===== config.mk =====
export PLATFORM = sky130hd
export DESIGN_NAME = bcd_updown_counter
export DESIGN_NICKNAME = d
export VERILOG_FILES = /design/src/rtl/bcd_updown_counter.sv
export SDC_FILE = /design/constraint.sdc
export NUM_CORES = 1
export LEC_CHECK = 0
export ABC_AREA = 0
export ABC_CLOCK_PERIOD_IN_PS = 5200
export BUFFER_PORTS_ARGS = -buffer_cell sky130_fd_sc_hd__buf_2
export CAP_MARGIN = 10
export CORE_MARGIN = 5
export CORE_UTILIZATION = 45
export CTS_BUF_LIST = sky130_fd_sc_hd__clkbuf_4 sky130_fd_sc_hd__clkbuf_8 sky130_fd_sc_hd__clkbuf_16
export DETAILED_ROUTE_END_ITERATION = 12
export PLACE_DENSITY_LB_ADDON = 0.05
export RECOVER_POWER = 25
export SLEW_MARGIN = 20
export SYNTH_ARGS = -nofsm -noshare
export SYNTH_HDL_FRONTEND = slang
export SYNTH_SLANG_ARGS = --single-unit

===== constraint.sdc =====
create_clock -name i_clk -period 5.2 [get_ports i_clk]
set_clock_uncertainty 0.05 [all_clocks]
set_input_delay 0.26 -clock i_clk [delete_from_list [all_inputs] [get_ports i_clk]]
set_output_delay 0.26 -clock i_clk [all_outputs]
set_load 0.05 [all_outputs]

===== src/rtl/bcd_updown_counter.sv =====
// bcd_updown_counter
//   N-digit BCD up/down counter with run/pause, speed levels, synchronous
//   load and a multiplexed active-low 7-segment driver. Everything runs on
//   i_clk; the count rate and the digit scan are tick enables from two free
//   running prescalers.
//
//   Optional feature macro: WRAP_EN
//     undefined : count saturates at all-9s (up) / all-0s (down), the
//                 o_max/o_min flags are levels.
//     defined   : count wraps, and o_max/o_min are one-cycle carry/borrow
//                 pulses on the wrap tick.
//
// Ports
//   i_clk               system clock
//   i_rst               synchronous active-high reset
//   i_en_pulse          toggle run/pause
//   i_dir               0 = up, 1 = down (sampled on tick)
//   i_speed_up_pulse    speed + 1 (saturating)
//   i_speed_down_pulse  speed - 1 (saturating)
//   i_load_pulse        load i_load_value (nibbles > 9 clamp to 9)
//   i_load_value        BCD preset, nibble 0 least significant
//   o_count             current BCD value
//   o_running           1 = counting
//   o_speed             current speed level (0 = slowest)
//   o_max / o_min       upper / lower bound flags
//   o_digit             active-low one-hot digit enable
//   o_display           active-low segments, gfedcba
module bcd_updown_counter #(
    parameter int NUM_DIGITS    = 4,
    parameter int SPEED_LEVELS  = 3,
    parameter int BASE_DIV_LOG2 = 23,
    parameter int SCAN_DIV_LOG2 = 10
) (
    input  logic                            i_clk,
    input  logic                            i_rst,
    input  logic                            i_en_pulse,
    input  logic                            i_dir,
    input  logic                            i_speed_up_pulse,
    input  logic                            i_speed_down_pulse,
    input  logic                            i_load_pulse,
    input  logic [4*NUM_DIGITS-1:0]         i_load_value,
    output logic [4*NUM_DIGITS-1:0]         o_count,
    output logic                            o_running,
    output logic [$clog2(SPEED_LEVELS)-1:0] o_speed,
    output logic                            o_max,
    output logic                            o_min,
    output logic [NUM_DIGITS-1:0]           o_digit,
    output logic [6:0]                      o_display
);

    localparam int SW  = $clog2(SPEED_LEVELS);
    localparam int PW  = BASE_DIV_LOG2 + SPEED_LEVELS - 1;   // prescaler width, slowest period
    localparam int IW  = (NUM_DIGITS > 1) ? $clog2(NUM_DIGITS) : 1;
    localparam int SCW = (SCAN_DIV_LOG2 > 0) ? SCAN_DIV_LOG2 : 1;

    localparam logic [PW:0]    ONE_P     = 1;
    localparam logic [SCW-1:0] SCAN_LAST = SCW'((1 << SCAN_DIV_LOG2) - 1);
    localparam logic [SW-1:0]  SPEED_TOP = SW'(SPEED_LEVELS - 1);
    localparam logic [IW-1:0]  IDX_LAST  = IW'(NUM_DIGITS - 1);

    function automatic logic [6:0] f_seg(input logic [3:0] d);
        case (d)
            4'd0:    f_seg = 7'h40;
            4'd1:    f_seg = 7'h79;
            4'd2:    f_seg = 7'h24;
            4'd3:    f_seg = 7'h30;
            4'd4:    f_seg = 7'h19;
            4'd5:    f_seg = 7'h12;
            4'd6:    f_seg = 7'h02;
            4'd7:    f_seg = 7'h78;
            4'd8:    f_seg = 7'h00;
            4'd9:    f_seg = 7'h10;
            default: f_seg = 7'h7F;
        endcase
    endfunction

    logic [4*NUM_DIGITS-1:0] r_count;
    logic                    r_running, r_max, r_min;
    logic [SW-1:0]           r_speed;
    logic [PW-1:0]           r_presc;
    logic [SCW-1:0]          r_scan;
    logic [IW-1:0]           r_idx;
    logic [NUM_DIGITS-1:0]   r_digit;
    logic [6:0]              r_display;

    logic [4*NUM_DIGITS-1:0] w_inc, w_dec, w_load, w_count_nxt;
    logic                    w_all9, w_all0;
    logic [PW:0]             w_period_m1;
    logic                    w_tick, w_spd_up, w_spd_dn;
    logic                    w_max_nxt, w_min_nxt;
    logic [SW-1:0]           w_speed_nxt;
    logic [PW-1:0]           w_presc_nxt;
    logic [SCW-1:0]          w_scan_nxt;
    logic [IW-1:0]           w_idx_nxt;

    // Ripple BCD increment/decrement; the final carry/borrow doubles as the
    // all-9s / all-0s detect.
    always_comb begin
        logic c, b;
        logic [3:0] n;
        c = 1'b1;
        b = 1'b1;
        w_inc  = r_count;
        w_dec  = r_count;
        w_load = i_load_value;
        for (int i = 0; i < NUM_DIGITS; i++) begin
            n = r_count[4*i +: 4];
            if (c) begin
                if (n == 4'd9) w_inc[4*i +: 4] = 4'd0;
                else begin
                    w_inc[4*i +: 4] = n + 4'd1;
                    c = 1'b0;
                end
            end
            if (b) begin
                if (n == 4'd0) w_dec[4*i +: 4] = 4'd9;
                else begin
                    w_dec[4*i +: 4] = n - 4'd1;
                    b = 1'b0;
                end
            end
            if (i_load_value[4*i +: 4] > 4'd9) w_load[4*i +: 4] = 4'd9;
        end
        w_all9 = c;
        w_all0 = b;
    end

    // Period is a power of two, so P-1 is a mask; compared one bit wider so
    // the slowest setting (P = 2^PW) still fits.
    always_comb begin
        w_period_m1 = (ONE_P << (PW - int'(r_speed))) - ONE_P;
        w_tick      = ({1'b0, r_presc} == w_period_m1);
        w_spd_up    = i_speed_up_pulse & ~i_speed_down_pulse & (r_speed != SPEED_TOP);
        w_spd_dn    = i_speed_down_pulse & ~i_speed_up_pulse & (r_speed != '0);
    end

    // Priority: load > speed change > tick.
    always_comb begin
        w_count_nxt = r_count;
        w_speed_nxt = r_speed;
        w_presc_nxt = w_tick ? '0 : r_presc + 1'b1;
`ifdef WRAP_EN
        // flags are single-cycle carry/borrow pulses
        w_max_nxt   = 1'b0;
        w_min_nxt   = 1'b0;
`else
        w_max_nxt   = r_max;
        w_min_nxt   = r_min;
`endif
        if (i_load_pulse) begin
            w_count_nxt = w_load;
            w_max_nxt   = 1'b0;
            w_min_nxt   = 1'b0;
            w_presc_nxt = '0;
        end else if (w_spd_up) begin
            w_speed_nxt = r_speed + 1'b1;
            w_presc_nxt = '0;
        end else if (w_spd_dn) begin
            w_speed_nxt = r_speed - 1'b1;
            w_presc_nxt = '0;
        end else if (w_tick && r_running) begin
            if (!i_dir) begin
`ifdef WRAP_EN
                w_count_nxt = w_inc;
                w_max_nxt   = w_all9;
`else
                if (w_all9) begin
                    w_max_nxt = 1'b1;
                    w_min_nxt = 1'b0;
                end else begin
                    w_count_nxt = w_inc;
                    w_max_nxt   = 1'b0;
                    w_min_nxt   = 1'b0;
                end
`endif
            end else begin
`ifdef WRAP_EN
                w_count_nxt = w_dec;
                w_min_nxt   = w_all0;
`else
                if (w_all0) begin
                    w_min_nxt = 1'b1;
                    w_max_nxt = 1'b0;
                end else begin
                    w_count_nxt = w_dec;
                    w_max_nxt   = 1'b0;
                    w_min_nxt   = 1'b0;
                end
`endif
            end
        end
    end

    // Scan position; display is built from next-state values so DIGIT and
    // DISPLAY always agree with the registered count.
    always_comb begin
        w_scan_nxt = (r_scan == SCAN_LAST) ? '0 : r_scan + 1'b1;
        w_idx_nxt  = r_idx;
        if (r_scan == SCAN_LAST)
            w_idx_nxt = (r_idx == IDX_LAST) ? '0 : r_idx + 1'b1;
    end

    always_ff @(posedge i_clk) begin
        if (i_rst) begin
            r_count   <= '0;
            r_running <= 1'b0;
            r_speed   <= '0;
            r_max     <= 1'b0;
            r_min     <= 1'b0;
            r_presc   <= '0;
            r_scan    <= '0;
            r_idx     <= '0;
            r_digit   <= ~NUM_DIGITS'(1);
            r_display <= 7'h40;
        end else begin
            r_count   <= w_count_nxt;
            r_running <= r_running ^ i_en_pulse;
            r_speed   <= w_speed_nxt;
            r_max     <= w_max_nxt;
            r_min     <= w_min_nxt;
            r_presc   <= w_presc_nxt;
            r_scan    <= w_scan_nxt;
            r_idx     <= w_idx_nxt;
            r_digit   <= ~(NUM_DIGITS'(1) << w_idx_nxt);
            r_display <= f_seg(w_count_nxt[4*w_idx_nxt +: 4]);
        end
    end

    assign o_count   = r_count;
    assign o_running = r_running;
    assign o_speed   = r_speed;
    assign o_max     = r_max;
    assign o_min     = r_min;
    assign o_digit   = r_digit;
    assign o_display = r_display;

endmodule


==> impl_results.md <==
- CP Cell Sequence: ha_1, nand4_1, or4_1, or4_1, a2111oi_0, nor4_1, o221ai_2, inv_1, ha_1, mux2_2, a211oi_2
- FF-to-FF Start: r_presc[0]$_SDFF_PP0_
- Post-Synthesis Cells: 526
- Initial antenna violation count: 0
- Final ANT Viol Nets: 0
- Pre-CTS setup slack: 1.36 ns
- Mapped Area: 4240 um^2
- DRC viols: 0
- Vias/cell: 5.85
- CP bufs+invs: 1
- GP Congestion: 0.916
- # hold bufs at CTS: 0
- Post-Syn Nets: 557
- Crit path launch type: flip-flop
- Hold WC Path Type: in2reg
- Inserted Diodes: 0
- Top delay family on crit path: simple AND/OR/NAND/NOR gates
- Power density over cell area: 275 nW/um^2
- Critical Path Fanout Max: 7
- Final Power: 1.31 mW
- Worst-margin pin slew: 1.39 ns
- Clock sink total: 69
- Router iterations before antenna repair: 4
- Port bufs: 54
- FF+latch count, synth: 69
- Util after Layout: 0.518
- Cts repair resizes: 0
- Leakage power total: 1.69 nW
- Initial Utilization: 0.461
- Arrival @ worst endpoint: 4.19 ns
- Max-cap violations: 0
- Drt first-iter violations: 241
- Worst-path clk slew: 0.08 ns
- RSZ-0062 raised after global routing: false
- VDD IR max: 225 uV
- Wirelength per Cell: 17.0 um
- Achievable Freq: 0.252 GHz
- Crit end category: flip-flop
- H-tree levels: 3
- Post-CTS setup buffers: 0
- Die W: 107 um
- Net count, final: 595
- Setup_tns: 0 ns
- Layout cell share with drive strength beyond 1: 0.135
- Final Cycle Share: 0.762
- Count of cell types in the netlist: 69
- Ys flop type: dfxtp_1
- GRT Residual Overflow: 0
- CP required: 5.43 ns
- Critical hold path startpoint: i_en_pulse
- Crit path time final: 3.96 ns
- I/O pin cnt: 55
- Hold Vio Cnt, Final: 0
- Setup ws final: 1.24 ns
- Die Y: 107 um
- Setup violators final: 0
- First-pass GRT wire length: 18.8 mm
- FILL cells: 906
- Die area: 11500 um^2
- Number of global-route vias before repair: 3746
- Hpwl dp: 8.24 mm
- Total core area: 9200 um^2
- Slew Limit Fails: 0
- # rows: 35
- WS Path Type: reg2reg
- Status: complete, no violations
- Overall via count from detail_route: 3978
- Tot GR Track Use: 0.204
- Synth Area per Inst: 8.06 um^2
- Critical path's slowest cell: a2111oi_0
- Crit path from: r_presc[0]$_SDFF_PP0_
- Post-synth EDFFs: 0
- CTS buffer count: 9
- Root Driver: clkbuf_8
- Clock Latency Late Sink: 0.36 ns
- Asr flop ratio synth: 0
- Slowest stage delay, CP: 0.65 ns
- Slew headroom: 0.0756
- Pin count of the biggest net entering global routing: 32
- Register area share after synthesis: 0.326
- Routed WL: 11.5 mm
- Ys Warns: 0
- Synth-to-layout area growth: 12.3%
- Bufs on Longest Clock Path: 2
- CTS tree: built
-- worst paths after layout --
kind / endpoint / slack [ns] / depth (start not counted)
max: o_display[5]$_SDFF_PP0_ / 1.24 / 11
min: o_running$_SDFF_PP0_ / 0.11 / 3
max reg2reg: o_display[5]$_SDFF_PP0_ / 1.24 / 11
min reg2reg: r_presc[0]$_SDFF_PP0_ / 0.41 / 1
-- power breakdown --
part	total [mW]	switching, mW	internal (mW)	leakage (nW)
combinational	0.223	0.149	0.0740	1.01
clock	0.511	0.221	0.290	0.113
sequential	0.575	0.0304	0.545	0.562
total	1.31	0.401	0.909	1.69
-- Yosys cell counts (8+ instances only) --
| cell | number | area (um^2) |
|---|---|---|
| inv_1 | 17 | 63.8 |
| clkbuf_1 | 30 | 113 |
| nand3_1 | 22 | 110 |
| nor3_1 | 13 | 65.1 |
| a21oi_1 | 23 | 115 |
| and2_1 | 8 | 50.1 |
| or4_1 | 9 | 67.6 |
| xor2_1 | 23 | 201 |
| nand3b_1 | 9 | 67.6 |
| nor2_1 | 75 | 282 |
| xnor2_1 | 16 | 140 |
| nand2_1 | 33 | 124 |
| nor4_1 | 8 | 50.1 |
| a31oi_1 | 8 | 50.1 |
| o21ai_0 | 12 | 60.1 |
| nand4_1 | 16 | 100 |
| ha_1 | 8 | 100 |
| dfxtp_1 | 69 | 1380 |
-- state kept, by name, indices dropped and copies added (netlist names) --
| signal | flops |
|---|---|
| r_scan | 10 |
| o_digit | 4 |
| o_max | 1 |
| r_presc | 25 |
| o_display | 7 |
| r_idx | 2 |
| o_count | 16 |
| o_speed | 2 |
| o_running | 1 |
| o_min | 1 |
-- cell type report --
type	count	area, um^2	area share
clock buffers	11	145	0.0305
clock inverters	5	81.3	0.0171
inverters	17	63.8	0.0134
multi-input cells	404	2640	0.554
flip-flops and latches	69	1380	0.290
well taps	111	139	0.0292
repair buffers	63	312	0.0654
-- per-stage QoR --
stage	cell area [um^2]	hold WS (ns)	instances
finish	4760	0.114	680
detailed placement	4560	0.405	664
global route	4760	0.111	680
global placement	4560	0.395	664
floorplan	4240	0.347	526
CTS	4790	0.114	680
-- metal layers --
layer	part of all wire	track usage	up-vias
met5	0	0	-
met4	0.038	0.0977	0
met3	0.072	0.0500	24
met2	0.45	0.313	158
met1	0.44	0.266	1803
li1	-	-	1993
-- kinds of logic (layout without fill, tap and decap cells) --
kind of cell    after synthesis  after routing  share of synthesized area
xor+xnor                     39             39                     0.0806
compound gates              103            103                      0.174
fa+ha+maj                     8              8                     0.0236
mux                          15             15                     0.0431
buf+inv                      53             96                     0.0514
simple gates                239            239                      0.301
flops                        69             69                      0.326
-- tightest hold or removal path, cell delays in order --
cell     delay, ns
buf_2         0.09
xnor2_1       0.05
nor2_1        0.08
-- cells in the final DEF, fill, tap and decap left out, types with 7 or more instances in the layout --
master	Yosys	layout
clkbuf_1	30	21
xnor2_1	16	16
inv_1	17	17
buf_4	0	9
nor3_1	13	13
a21oi_1	23	23
and2_1	8	7
nor2_1	75	75
dfxtp_1	69	69
nand4_1	16	16
buf_2	3	33
ha_1	8	8
nand3_1	22	22
o211ai_1	7	7
nand3b_1	9	9
and3_1	7	7
xor2_1	23	23
nor3b_1	7	7
or4_1	9	9
nor4_1	8	8
clkbuf_8	0	10
mux2i_1	7	7
a31oi_1	8	8
nand2_1	33	33
o21ai_0	12	12
(Power assumes the default switching activity.)
